--- config.mk ---
export PLATFORM = sky130hd
export DESIGN_NAME = sh7604_mac_seq
export DESIGN_NICKNAME = d
export VERILOG_FILES = /design/src/rtl/sh7604_mac_seq.sv
export SDC_FILE = /design/constraint.sdc
export NUM_CORES = 1
export LEC_CHECK = 0
export BUFFER_PORTS_ARGS = -buffer_cell sky130_fd_sc_hd__buf_2
export CAP_MARGIN = 25
export CELL_PAD_IN_SITES_DETAIL_PLACEMENT = 1
export CELL_PAD_IN_SITES_GLOBAL_PLACEMENT = 1
export CORE_MARGIN = 2
export CORE_UTILIZATION = 33
export CTS_CLUSTER_SIZE = 40
export DETAILED_ROUTE_END_ITERATION = 10
export MAX_ROUTING_LAYER = met4
export PLACE_DENSITY_LB_ADDON = 0.3
export SYNTH_ARGS = -nofsm -noshare
export SYNTH_HDL_FRONTEND = slang
export SYNTH_SLANG_ARGS = --single-unit
export TNS_END_PERCENT = 5
--- constraint.sdc ---
create_clock -name CLK -period 1.4 [get_ports CLK]
set_input_delay 0.42 -clock CLK [delete_from_list [all_inputs] [get_ports CLK]]
set_output_delay 0.42 -clock CLK [all_outputs]
set_load 0.005 [all_outputs]
--- src/rtl/sh7604_mac_seq.sv ---
// sh7604_mac_seq: issues CE_R-aligned write/read beats to the SH7604 MAC unit
// for one decoded MAC-class command, and returns STS read data to the core.
module sh7604_mac_seq (
   input  logic        CLK,
   input  logic        RST_N,
   input  logic        CE_R,
   input  logic        RES_N,
   input  logic        CMD_REQ,
   input  logic [3:0]  CMD_OP,
   input  logic [1:0]  CMD_SEL,
   input  logic [31:0] CMD_A,
   input  logic [31:0] CMD_B,
   input  logic [1:0]  CMD_AA,
   input  logic [1:0]  CMD_AB,
   input  logic        CMD_S,
   output logic        CMD_ACK,
   output logic        BUSY,
   output logic [31:0] RES_DATA,
   output logic        RES_VALID,
   output logic [1:0]  MAC_SEL,
   output logic [3:0]  MAC_OP,
   output logic        MAC_S,
   output logic        MAC_WE,
   output logic [31:0] MAC_DO,
   output logic [31:0] MAC_A,
   input  logic [31:0] MAC_DI
);
   localparam logic [1:0] IDLE = 2'd0, B1 = 2'd1, B2 = 2'd2, RD = 2'd3;
   logic [1:0]  state;
   logic [31:0] b_q;
   logic [1:0]  ab_q;
   logic        lds, mulw, clr, two, sts, vld;
   always_comb begin
      lds  = CMD_OP == 4'b0100 || CMD_OP == 4'b1000;
      mulw = CMD_OP == 4'b0110 || CMD_OP == 4'b0111;
      clr  = CMD_OP == 4'b1111;
      two  = CMD_OP == 4'b0001 || CMD_OP == 4'b0010 || CMD_OP == 4'b0011 ||
             CMD_OP == 4'b1001 || CMD_OP == 4'b1011;
      sts  = CMD_OP == 4'b0000;
      vld  = lds || mulw || clr || two || sts;
   end
   assign BUSY = state != IDLE;
   always_ff @(posedge CLK or negedge RST_N) begin
      if (!RST_N) begin
         state     <= IDLE;
         b_q       <= '0;
         ab_q      <= '0;
         CMD_ACK   <= 1'b0;
         RES_DATA  <= '0;
         RES_VALID <= 1'b0;
         MAC_SEL   <= '0;
         MAC_OP    <= '0;
         MAC_S     <= 1'b0;
         MAC_WE    <= 1'b0;
         MAC_DO    <= '0;
         MAC_A     <= '0;
      end else if (!RES_N) begin
         // soft reset aborts mid-command; a loaded MA operand is left without an execute beat
         state     <= IDLE;
         b_q       <= '0;
         ab_q      <= '0;
         CMD_ACK   <= 1'b0;
         RES_DATA  <= '0;
         RES_VALID <= 1'b0;
         MAC_SEL   <= '0;
         MAC_OP    <= '0;
         MAC_S     <= 1'b0;
         MAC_WE    <= 1'b0;
         MAC_DO    <= '0;
         MAC_A     <= '0;
      end else begin
         CMD_ACK   <= 1'b0;
         RES_VALID <= 1'b0;
         if (CE_R) begin
            case (state)
               IDLE: if (CMD_REQ) begin
                  CMD_ACK <= 1'b1;
                  if (vld) begin
                     b_q     <= CMD_B;
                     ab_q    <= CMD_AB;
                     MAC_OP  <= CMD_OP;
                     MAC_S   <= CMD_S;
                     MAC_SEL <= two ? 2'b01 : mulw ? 2'b10 : clr ? 2'b11 : CMD_SEL;
                     MAC_WE  <= !sts;
                     MAC_DO  <= mulw ? {CMD_B[15:0], CMD_A[15:0]} : CMD_A;
                     MAC_A   <= two ? {30'b0, CMD_AA} : 32'b0;
                     state   <= two ? B1 : sts ? RD : B2;
                  end
               end
               B1: begin
                  MAC_SEL <= 2'b10;
                  MAC_DO  <= b_q;
                  MAC_A   <= {30'b0, ab_q};
                  state   <= B2;
               end
               B2: begin
                  MAC_SEL <= 2'b00;
                  MAC_WE  <= 1'b0;
                  state   <= IDLE;
               end
               default: begin
                  RES_DATA  <= MAC_DI;
                  RES_VALID <= 1'b1;
                  MAC_SEL   <= 2'b00;
                  state     <= IDLE;
               end
            endcase
         end
      end
   end
endmodule

Yosys cells after proc, flatten, opt, wreduce, memory -nomap -nowiden:

Index checks and enable logic that the tools add are counted.

* input bits: 112
* register bits after elaboration: 142
* word-level logic and storage cells: 115
* output and inout bits: 107

* equal/unequal tests: 21
* multiplexer cells: 62
* reduce and logical (&&, ||, !) cells: 20

Operators by type and width (number)
* $mux 32: 17
* $pmux 32 s2: 2
* $mux 2: 18
* $mux 4: 5
* $mux 1: 17
* $eq 4x4->1 const B: 4
* $eq 4x3->1 const B: 3
* $reduce_and 4->1: 3
* $logic_or 1x1->1: 10
* $eq 4x2->1 const B: 2
* $pmux 2 s2: 2
* $ne 2x1->1 const B: 3
* $ne 3x1->1 const B: 2
* $ne 3x3->1 const B: 2
* $eq 4x1->1 const B: 1
* $logic_not 4->1: 1
* $ne 2x2->1 const B: 2
* $reduce_and 3->1: 1
* $reduce_or 3->1: 1
* $eq 2x1->1 const B: 1
* $eq 2x2->1 const B: 1
* $logic_not 2->1: 1
* $pmux 1 s2: 1
* $reduce_and 2->1: 1
* other kinds (2): 2

Depth between registers and ports, before layout:

Gate-level depths: netlist of run 1.

* word-level depth: 12
* gate-level depth with buffers: 7
* depth with buffers taken out: 4

Worst setup path after synthesis of run 1:

No wires, ideal clock.

* path kind: input to register
* from: input port CMD_OP[0]
* to: register MAC_DO[10]
* stages on the path: 6
* arrival: 1604 ps
* setup time: 125 ps
* data required time: 1275 ps
* setup slack: -330 ps
* buffers on the path: 2
* cell sequence: nand2b_2 -> a211oi_2 -> a22o_1 -> buf_6 -> buf_8 -> mux2_4

* longest elaborated chain between the ends: 9
* elaborated cells between the ends (all ways): 23
* classes of those cells: eq/ne (11); reduce/logical (12)

Ends and longest elaborated chain
* start: declaration: line 9 `input logic [3:0] CMD_OP,`
* $eq 4x1->1 or $eq 4x2->1 (tied branches): line 37 `two = CMD_OP == 4'b0001 || CMD_OP == 4'b0010 || CMD_OP == 4'b0011 ||`
* $logic_or 1x1->1 (3 in a row): line 37
* $logic_or 1x1->1: line 38 `CMD_OP == 4'b1001 || CMD_OP == 4'b1011;`
* $logic_or 1x1->1: line 40 `vld = lds || mulw || clr || two || sts;`
* $logic_or 1x1->1 *: line 40
* $ne 3x3->1 (no line) *
* $reduce_and 4->1 (no line) *
* end signal: assignment: line 85 `MAC_DO <= mulw ? {CMD_B[15:0], CMD_A[15:0]} : CMD_A;`
* end signal: assignment: line 92 `MAC_DO <= b_q;`
* end: declaration: line 24 `output logic [31:0] MAC_DO,`

Every way passes the cells marked *; elsewhere a longest branch is shown, timed or not.
A chain may end at the register's enable or synchronous reset.

Final worst setup path of run 1:

* from: register state[0]
* to: output port BUSY

* longest elaborated chain between the ends: 1

Ends and longest elaborated chain
* start: declaration: line 29 `logic [1:0] state;`
* start signal: assignment: line 87 `state <= two ? B1 : sts ? RD : B2;`
* $reduce_bool 2->1: line 42 `assign BUSY = state != IDLE;`
* end: declaration: line 17 `output logic BUSY,`

Every way passes these cells.

==> results.cfg, run 1 <==
[critical_path]
ff2ff_setup_slack_ns = -0.22
critPathKind = flop to output port
timing.rr.end = MAC_DO[10]$_DFFE_PN0P_
r2r-start = state[0]$_DFFE_PN0P_
worstPathArrival_ns = 1.24
r2r_cells = 5
worstPathMaxFanout = 3
critPathCaptureType = output port
cp_data_required_time_ns = 0.98
cp-start-kind = flop

[sta]
hold_viol = 0
max_freq_mhz = 604
setup_viol = 78
setup_tns_ns = -9.40
rsz0062_at_grt = yes
slew_viol_final = 0
fin_skew_ns = 0.00750
fin_ws_ns = -0.257
min_period_ns = 1.66
fin_crit_sh_pct = 118

[detailed_routing]
drtPass1Iterations = 4
vias = 4496
wirelength_mm = 17.2
routedWlPerCell_um = 18.2
drc_errors = 0
drtIter0Drc = 165
ant_nets = 0
viasPerCell = 4.76

[pwr]
power_frac_seq_pct = 44.9
vdd_ir_drop_max_uv = 597
p_clk_share_pct = 34.3
swShare_pct = 27.6
finalPower_w = 0.00825
power_density_nw_per_um2 = 1110
comb_power_share_pct = 20.8
internal-power_w = 0.00597
p_leak_nw = 4.11
p_switching_w = 0.00228

[synth]
synth_most_common_cell = dfrtp_1
syn_inst = 507
synthDistinctLibCells = 35
synth_area_leader_cell = dfrtp_1
syn_area_um2 = 5390
syn_avg_cell_area_um2 = 10.6
ys_top_cells_by_area = dfrtp_1, mux2i_1, a22o_1, nand2_1, buf_4
synth_edf_count = 0
yosysWarnings = 0
synthTopCellsByCount = dfrtp_1, nand2_1, mux2i_1
synth_ff_type = dfrtp_1
async_flop_share_pct = 100
ys_seq_elements = 112
seq_area_frac_synth_pct = 52.0
yosysTopAreaCellShare_pct = 52.0

[global_route]
grt_pass1_vias = 4978
grt_util_all_layers_pct = 19.9
grt_overflow = 0
grt_max_degree = 47
grt_pass1_wl_mm = 26.5
antenna_found_initial = 1

[placement]
portBuffers = 188
dp_cells = 916
gp_congestion = 0.795
placed_area_um2 = 6780
dp_hpwl_mm = 12.4

[floorplanning]
core_area_um2 = 15900
io_pins = 219
num_rows = 46
dieWidth_um = 132
start_util_pct = 33.8
fp.dieH_um = 132
die_area_um2 = 17400

[clocking]
clk_path_buf_depth = 2
cts_max_level = 3
clkTransAtPathRegs_ns = 0.08
cts_tree = done
clock_latency_ns = 0.36
cts_num_sinks = 112
cts_root_buf = clkbuf_16
cts_buffers = 9

[run_status]
status = finished with violations
violations = negative setup slack

[final_layout]
instances_no_fill = 944
final_area_um2 = 7430
synthToLayoutAreaGrowth_pct = 37.8
nets = 834
drive_gt1_share_pct = 41.0
nFillCells = 1849

[job]
cap_violations = 0

[worst_hold_path]
holdPathEnd = RES_DATA[28]$_DFFE_PN0P_
hold_depth = 2
min_from = MAC_DI[28]
min_path_type = primary input to flop
[power by group through the flow]
stage	sequential [W]	combinational, W	clock (W)
after global placement	0.00374	0.00149	0
after global routing	0.00374	0.00189	0.00299
after CTS	0.00370	0.00161	0.00288
after floorplan	0.00372	0.000847	0
final	0.00370	0.00172	0.00283
after detailed placement	0.00376	0.00154	0
[through the flow]
| stage | utilization, % | hold WS [ns] | setup slack (ns) |
|---|---|---|---|
| after global placement | 42.5 | 0.276 | -0.478 |
| after detailed placement | 42.5 | 0.276 | -0.505 |
| after CTS | 45.1 | 0.277 | -0.222 |
| final | 46.6 | 0.288 | -0.257 |
| after floorplan | - | 0.124 | -0.299 |
| after global routing | 46.6 | 0.280 | -0.301 |
[cell families (layout without fill, tap and decap cells)]
group / after synthesis / count (layout) / share of synthesized area (%)
flip-flops: 112 / 112 / 52.0
multiplexers: 73 / 73 / 14.8
AND/OR/NAND/NOR: 109 / 109 / 8.26
other: 1 / 31 / 0.0695
buffers and inverters: 110 / 301 / 10.8
AO/OA/AOI/OAI: 102 / 102 / 14.2
[timing repair]
| action | in CTS | in global routing |
|---|---|---|
| pin swaps | 3 | 20 |
| resized for setup | 12 | 34 |
| endpoints found under the hold margin | 7 | 0 |
| setup endpoints to repair | 79 | 111 |
| setup buffers | 5 | 3 |
| hold buffers | 1 | 0 |
| gates cloned | 0 | 4 |
[state kept, by name (all words and copies together), names as in the netlist]
signal     flops
ab_q           2
b_q           32
MAC_DO        32
CMD_ACK        1
RES_DATA      32
MAC_OP         4
MAC_A          2
RES_VALID      1
state          2
MAC_SEL        2
MAC_WE         1
MAC_S          1
[routing by layer]
metal	global-route usage [%]	share of wire [%]	vias to the layer above
li1	-	-	2089
met1	23.9	42	2233
met2	33.4	51	148
met3	3.27	4.7	26
met4	7.79	2.1	0
met5	-	0	-
[worst max-delay path by stage]
stage                          from                endpoint  slack (ns)  cells after the start
2_1_floorplan             CMD_OP[0]  MAC_DO[10]$_DFFE_PN0P_       -0.30                      6
3_3_place_gp              CMD_OP[1]   MAC_DO[1]$_DFFE_PN0P_       -0.48                      6
3_5_place_dp              CMD_OP[1]   MAC_DO[2]$_DFFE_PN0P_       -0.51                      6
4_1_cts        state[1]$_DFFE_PN0P_                    BUSY       -0.22                      4
5_1_grt        state[0]$_DFFE_PN0P_                    BUSY       -0.30                      4
6_report       state[0]$_DFFE_PN0P_                    BUSY       -0.26                      4
[cell usage in the layout, fill, tap and decap left out, drive strengths merged, types with 2 or more instances in the layout]
cell / instances
a211oi: 4
a21oi: 33
a22o: 54
buf: 236
bufinv: 2
clkbuf: 12
clkinv: 2
clkinvlp: 2
conb: 30
dfrtp: 112
inv: 46
mux2: 17
mux2i: 56
nand2: 74
nand2b: 5
nand3b: 2
nor2: 22
nor2b: 2
o211ai: 2
[critical path: stages, from the launching register on]
cell	delay, ns
dfrtp_2	0.45
nor2_2	0.16
buf_6	0.13
inv_2	0.03
buf_6	0.10
[layout make-up]
cell class	count	area, um^2	share of cell area, %
Tap cell	216	270	3.64
Clock inverter	7	93.8	1.26
Multi-Input combinational cell	314	2270	30.5
Clock buffer	9	225	3.03
Timing Repair Buffer	240	1600	21.5
Sequential cell	112	2810	37.7
Antenna cell	1	2.50	0.0337
Inverter	45	169	2.27
No activity file was read; power rests on OpenSTA's default activity.
==> run 2: changes to the inputs <==
--- a/config.mk
+++ b/config.mk
@@ -9,12 +9,13 @@
 export CAP_MARGIN = 25
 export CELL_PAD_IN_SITES_DETAIL_PLACEMENT = 1
 export CELL_PAD_IN_SITES_GLOBAL_PLACEMENT = 1
-export CORE_MARGIN = 2
+export CORE_MARGIN = 3
 export CORE_UTILIZATION = 33
 export CTS_CLUSTER_SIZE = 40
 export DETAILED_ROUTE_END_ITERATION = 10
 export MAX_ROUTING_LAYER = met4
 export PLACE_DENSITY_LB_ADDON = 0.3
+export SKIP_LAST_GASP = 1
 export SYNTH_ARGS = -nofsm -noshare
 export SYNTH_HDL_FRONTEND = slang
 export SYNTH_SLANG_ARGS = --single-unit
==> results.cfg, run 2 (synthesis results as in run 1) <==
[placement]
portBuffers = 188
dp_hpwl_mm = 12.5
pre_cts_ws_ns = -0.479
gp_congestion = 0.816

[worst_hold_path]
min_path_type = primary input to flop
hold_depth = 2
holdPathEnd = RES_DATA[11]$_DFFE_PN0P_
min_from = MAC_DI[11]

[sta]
max_freq_mhz = 570
slew_viol_final = 0
min_period_ns = 1.75
fin_ws_ns = -0.353
hold_viol = 0
worst_hold_slack_ns = 0.289
rsz0062_at_grt = yes
setup_viol = 111
fin_skew_ns = 0.00578
fin_crit_sh_pct = 125

[global_route]
grt_pass1_wl_mm = 26.7
grt_overflow = 0
grt_max_degree = 60
grt_util_all_layers_pct = 19.5
grt_pass1_vias = 4928
antenna_found_initial = 0

[detailed_routing]
drtIter0Drc = 203
wirelength_mm = 17.2
drtPass1Iterations = 4
ant_nets = 0
viasPerCell = 4.68
routedWlPerCell_um = 18.2
vias = 4430
drc_errors = 0

[pwr]
finalPower_w = 0.00831
vdd_ir_drop_max_uv = 565
power_frac_seq_pct = 44.5
p_switching_w = 0.00220
internal-power_w = 0.00611
p_clk_share_pct = 34.5
p_leak_nw = 4.15
comb_power_share_pct = 21.0
power_density_nw_per_um2 = 1120
swShare_pct = 26.5

[clocking]
cts_tree = done
clock_latency_ns = 0.36
cts_buffers = 9
cts_max_level = 3
cts_root_buf = clkbuf_16
cts_num_sinks = 112
clk_path_buf_depth = 2
clkTransAtPathRegs_ns = 0.07

[final_layout]
drive_gt1_share_pct = 39.4
most-common-layout-cells = buf_2, dfrtp_1, nand2_1
final_common_cell = buf_2
final_util_pct = 46.3
nets = 838
antennaDiodeCount = 0
reg.largest.list = MAC_DO (32), RES_DATA (32), b_q (32)
synthToLayoutAreaGrowth_pct = 37.0

[floorplanning]
fp.dieH_um = 134
io_pins = 219
die_area_um2 = 17900
num_rows = 46
start_util_pct = 33.8
dieWidth_um = 134
core_area_um2 = 15900

[run_status]
violations = negative setup slack
status = finished with violations

[critical_path]
timing.rr.end = MAC_DO[1]$_DFFE_PN0P_
worstPathArrival_ns = 1.99
cp-start-kind = flop
critPathKind = flop to flop
cp_data_required_time_ns = 1.64
ff2ff_setup_slack_ns = -0.35
critPathCaptureType = flop
r2r-start = state[0]$_DFFE_PN0P_
worstPathMaxFanout = 5
r2r_cells = 5

[job]
cap_violations = 0
==> run 2: timing repair <==
item / 4_1_cts / 5_1_grt
gates cloned: 2 / 4
hold buffers: 1 / 0
buffers inserted: 5 / 2
gates resized for setup: 10 / 11
endpoints found under the hold margin: 10 / 0
pin swaps: 2 / 6
endpoints found under the setup margin: 79 / 112
==> run 2: cell type report <==
class	instances	area [um^2]
clock inverter	4	76.3
timing repair buffer	244	1630
multi-input combinational	314	2180
inverter	45	171
clock buffer	12	256
sequential	112	2810
fill	1829	8550
tap	216	270
==> run 2: worst max-delay path, cell delays in order, from the launching register on <==
cell and delay (ns):
dfrtp_2 0.45, buf_6 0.14, o211ai_1 0.22, a22o_2 0.32
clkbuf_16 0.20, mux2_4 0.30
==> run 2: power groups by stage <==
stage                     Sequential [W]  Combinational [W]  Clock, W
after floorplan                  0.00372           0.000847         0
after global placement           0.00374            0.00148         0
after detailed placement         0.00376            0.00154         0
after CTS                        0.00369            0.00166   0.00295
after global routing             0.00374            0.00192   0.00311
final                            0.00370            0.00175   0.00287
==> run 2: worst max path at each step <==
stage,start,to,slack (ns)
final,state[0]$_DFFE_PN0P_,MAC_DO[1]$_DFFE_PN0P_,-0.35
after global placement,CMD_OP[1],MAC_DO[1]$_DFFE_PN0P_,-0.44
after global routing,state[0]$_DFFE_PN0P_,MAC_DO[3]$_DFFE_PN0P_,-0.40
after CTS,state[1]$_DFFE_PN0P_,MAC_DO[24]$_DFFE_PN0P_,-0.30
after floorplan,CMD_OP[0],MAC_DO[10]$_DFFE_PN0P_,-0.30
after detailed placement,CMD_OP[1],MAC_DO[1]$_DFFE_PN0P_,-0.48
==> run 2: stage by stage <==
stage | instances | setup TNS, ns | instance area (um^2)
6_report | 947 | -22.28 | 7390
5_1_grt | 947 | -28.84 | 7390
4_1_cts | 941 | -16.49 | 7250
3_5_place_dp | 917 | -38.57 | 6760
3_3_place_gp | 917 | -34.00 | 6760
2_1_floorplan | 536 | -15.33 | 5510
==> run 2: per-layer routing <==
metal	share of wire [%]	vias up	track usage, %
met2	53	116	34.1
met1	41	2207	23.2
met5	0	-	-
li1	-	2091	-
met4	1.4	0	4.86
met3	4.9	16	3.71
==> run 3: changes to the inputs <==
--- a/config.mk
+++ b/config.mk
@@ -5,12 +5,13 @@
 export SDC_FILE = /design/constraint.sdc
 export NUM_CORES = 1
 export LEC_CHECK = 0
+export ABC_AREA = 1
 export BUFFER_PORTS_ARGS = -buffer_cell sky130_fd_sc_hd__buf_2
 export CAP_MARGIN = 25
 export CELL_PAD_IN_SITES_DETAIL_PLACEMENT = 1
 export CELL_PAD_IN_SITES_GLOBAL_PLACEMENT = 1
 export CORE_MARGIN = 3
-export CORE_UTILIZATION = 33
+export CORE_UTILIZATION = 31
 export CTS_CLUSTER_SIZE = 40
 export DETAILED_ROUTE_END_ITERATION = 10
 export MAX_ROUTING_LAYER = met4
==> results.cfg, run 3 <==
[synth]
syn_inst = 670
seq_area_frac_synth_pct = 52.2
synthTopCellsByCount = nand2_1, dfrtp_1, o21ai_0
synth_fa_ha_area_share_pct = 0
syn_area_um2 = 5370
syn_avg_cell_area_um2 = 8.02
synth-xor-area-share_pct = 0
synth_mux_area_share_pct = 0
synth_ff_type = dfrtp_1
ys_top_cells_by_area = dfrtp_1, nand2_1, o21ai_0, nand3_1, buf_4
async_flop_share_pct = 100
synth_area_leader_cell = dfrtp_1
synthSimpleGateAreaFrac_pct = 29.4
synthDistinctLibCells = 27
yosysTopAreaCellShare_pct = 52.2
ys_seq_elements = 112
synth-compound-area-share_pct = 9.32
synth_edf_count = 0
synth_top_family_by_area = simple AND/OR/NAND/NOR gates
yosysWarnings = 0
synth_most_common_cell = nand2_1

[critical_path]
critPathKind = flop to flop
worstPathMaxFanout = 5
worstPathArrival_ns = 1.86
cp_data_required_time_ns = 1.66
critPathCaptureType = flop
cp-start-kind = flop

[global_route]
grt_pass1_vias = 5217
grt_util_all_layers_pct = 19.8
grt_max_degree = 46
antenna_found_initial = 4
grt_pass1_wl_mm = 28.0
grt_overflow = 0

[detailed_routing]
wirelength_mm = 18.4
vias = 5202
routedWlPerCell_um = 16.5
ant_nets = 0
viasPerCell = 4.68
dr_wl_met2_mm = 8.58
top_layer = met4
met1_length_mm = 8.14
drtIter0Drc = 257
drtPass1Iterations = 4
drc_errors = 0
dr_wl_met3_mm = 1.43

[placement]
dp_hpwl_mm = 13.3
dp_cells = 1079
portBuffers = 188
gp_congestion = 0.821
pre_cts_ws_ns = -0.143
placed_area_um2 = 6800

[floorplanning]
io_pins = 219
die_area_um2 = 18900
dieWidth_um = 138
core_area_um2 = 16800
num_rows = 47
start_util_pct = 32.0
fp.dieH_um = 138

[clocking]
cts_buffers = 9
clock_latency_ns = 0.35
cts_tree = done
cts_root_buf = clkbuf_16
clk_path_buf_depth = 2
cts_max_level = 3
clkTransAtPathRegs_ns = 0.07
cts_num_sinks = 112

[final_layout]
most-common-layout-cells = nand2_1, buf_2, dfrtp_1
nets = 995
final_util_pct = 44.0
final_common_cell = nand2_1
synthToLayoutAreaGrowth_pct = 37.4
reg.largest.list = MAC_DO (32), RES_DATA (32), b_q (32)
drive_gt1_share_pct = 31.3
instances_no_fill = 1112
final_area_um2 = 7380

[sta]
hold_viol = 0
fin_skew_ns = 0.00576
min_period_ns = 1.59
fin_ws_ns = -0.194
max_freq_mhz = 627
rsz0062_at_grt = yes
setup_tns_ns = -8.38
setup_viol = 85
fin_crit_sh_pct = 114
slew_viol_final = 0

[pwr]
power_density_nw_per_um2 = 1210
vdd_ir_drop_max_uv = 585
p_leak_nw = 4.00

[worst_hold_path]
min_path_type = primary input to flop

[run_status]
violations = negative setup slack
status = finished with violations

[job]
cap_violations = 0
==> run 3: cell count changes in the layout (fill, tap and decap cells not counted), sizes merged, moves of 16 or more <==
| cell | change |
|---|---|
| a21oi | -29 |
| a22o | -54 |
| inv | -32 |
| mux2 | -17 |
| mux2i | -56 |
| nand2 | +159 |
| nand3 | +53 |
| nand4 | +17 |
| nor2 | +28 |
| o21ai | +94 |
| or2 | +16 |
==> run 3: metrics by stage <==
step,hold WS [ns],total power (W)
after global routing,0.249,0.00952
after CTS,0.241,0.00897
final,0.257,0.00894
after floorplan,0.124,0.00499
after detailed placement,0.361,0.00612
after global placement,0.363,0.00607
==> run 3: area by class of cell <==
| cell class | count | area [um^2] |
|---|---|---|
| Multi-Input combinational cell | 501 | 2220 |
| Sequential cell | 112 | 2800 |
| Tap cell | 220 | 275 |
| Inverter | 13 | 48.8 |
| Timing Repair Buffer | 246 | 1720 |
| Clock buffer | 11 | 243 |
| Antenna cell | 5 | 12.5 |
| Clock inverter | 4 | 53.8 |
| Fill cell | 2095 | 9380 |
==> run 3: worst paths after layout <==
| path | depth (start not counted) | to | slack [ns] | startpoint |
|---|---|---|---|---|
| max | 8 | b_q[6]$_DFFE_PN0P_ | -0.19 | state[1]$_DFFE_PN0P_ |
| max reg2reg | 8 | b_q[6]$_DFFE_PN0P_ | -0.19 | state[1]$_DFFE_PN0P_ |
| min in group asynchronous | 2 | MAC_DO[2]$_DFFE_PN0P_ | 0.54 | RST_N |
| min | 3 | RES_DATA[4]$_DFFE_PN0P_ | 0.26 | MAC_DI[4] |
| max in group asynchronous | 3 | b_q[26]$_DFFE_PN0P_ | 0.32 | RST_N |
| min reg2reg | 2 | b_q[27]$_DFFE_PN0P_ | 0.48 | b_q[27]$_DFFE_PN0P_ |
==> run 3: worst max-delay path, stage by stage (launching register included) <==
cell	delay, ns
dfrtp_1	0.41
nor2_4	0.13
inv_2	0.06
buf_6	0.12
o21ai_4	0.16
nand2_4	0.15
buf_12	0.17
clkbuf_16	0.15
o21ai_0	0.16
==> run 3: cells by family after synthesis <==
family,after synthesis
AOI/OAI and AO/OA,99
buffers and inverters,86
DFF,112
other,1
and+or+nand+nor,372
==> run 3: power breakdown <==
group / internal [W] / switching, W
logic: 0.00111 / 0.00126
registers: 0.00368 / 0.000266
clock network: 0.00144 / 0.00119
total: 0.00622 / 0.00272
==> run 3: layer usage <==
layer,track usage (%),vias to the layer above
met3,4.97,17
met1,25.7,2477
met4,6.65,0
li1,-,2534
met5,-,-
met2,30.2,174
==> run 3: repair_timing <==
| action | in CTS | in global routing |
|---|---|---|
| resized for setup | 9 | 12 |
| pin swaps | 2 | 2 |
| setup buffers | 4 | 3 |
| hold buffers | 1 | 0 |
| hold endpoints to repair | 20 | 0 |
| endpoints found under the setup margin | 74 | 111 |
| gates cloned | 3 | 2 |
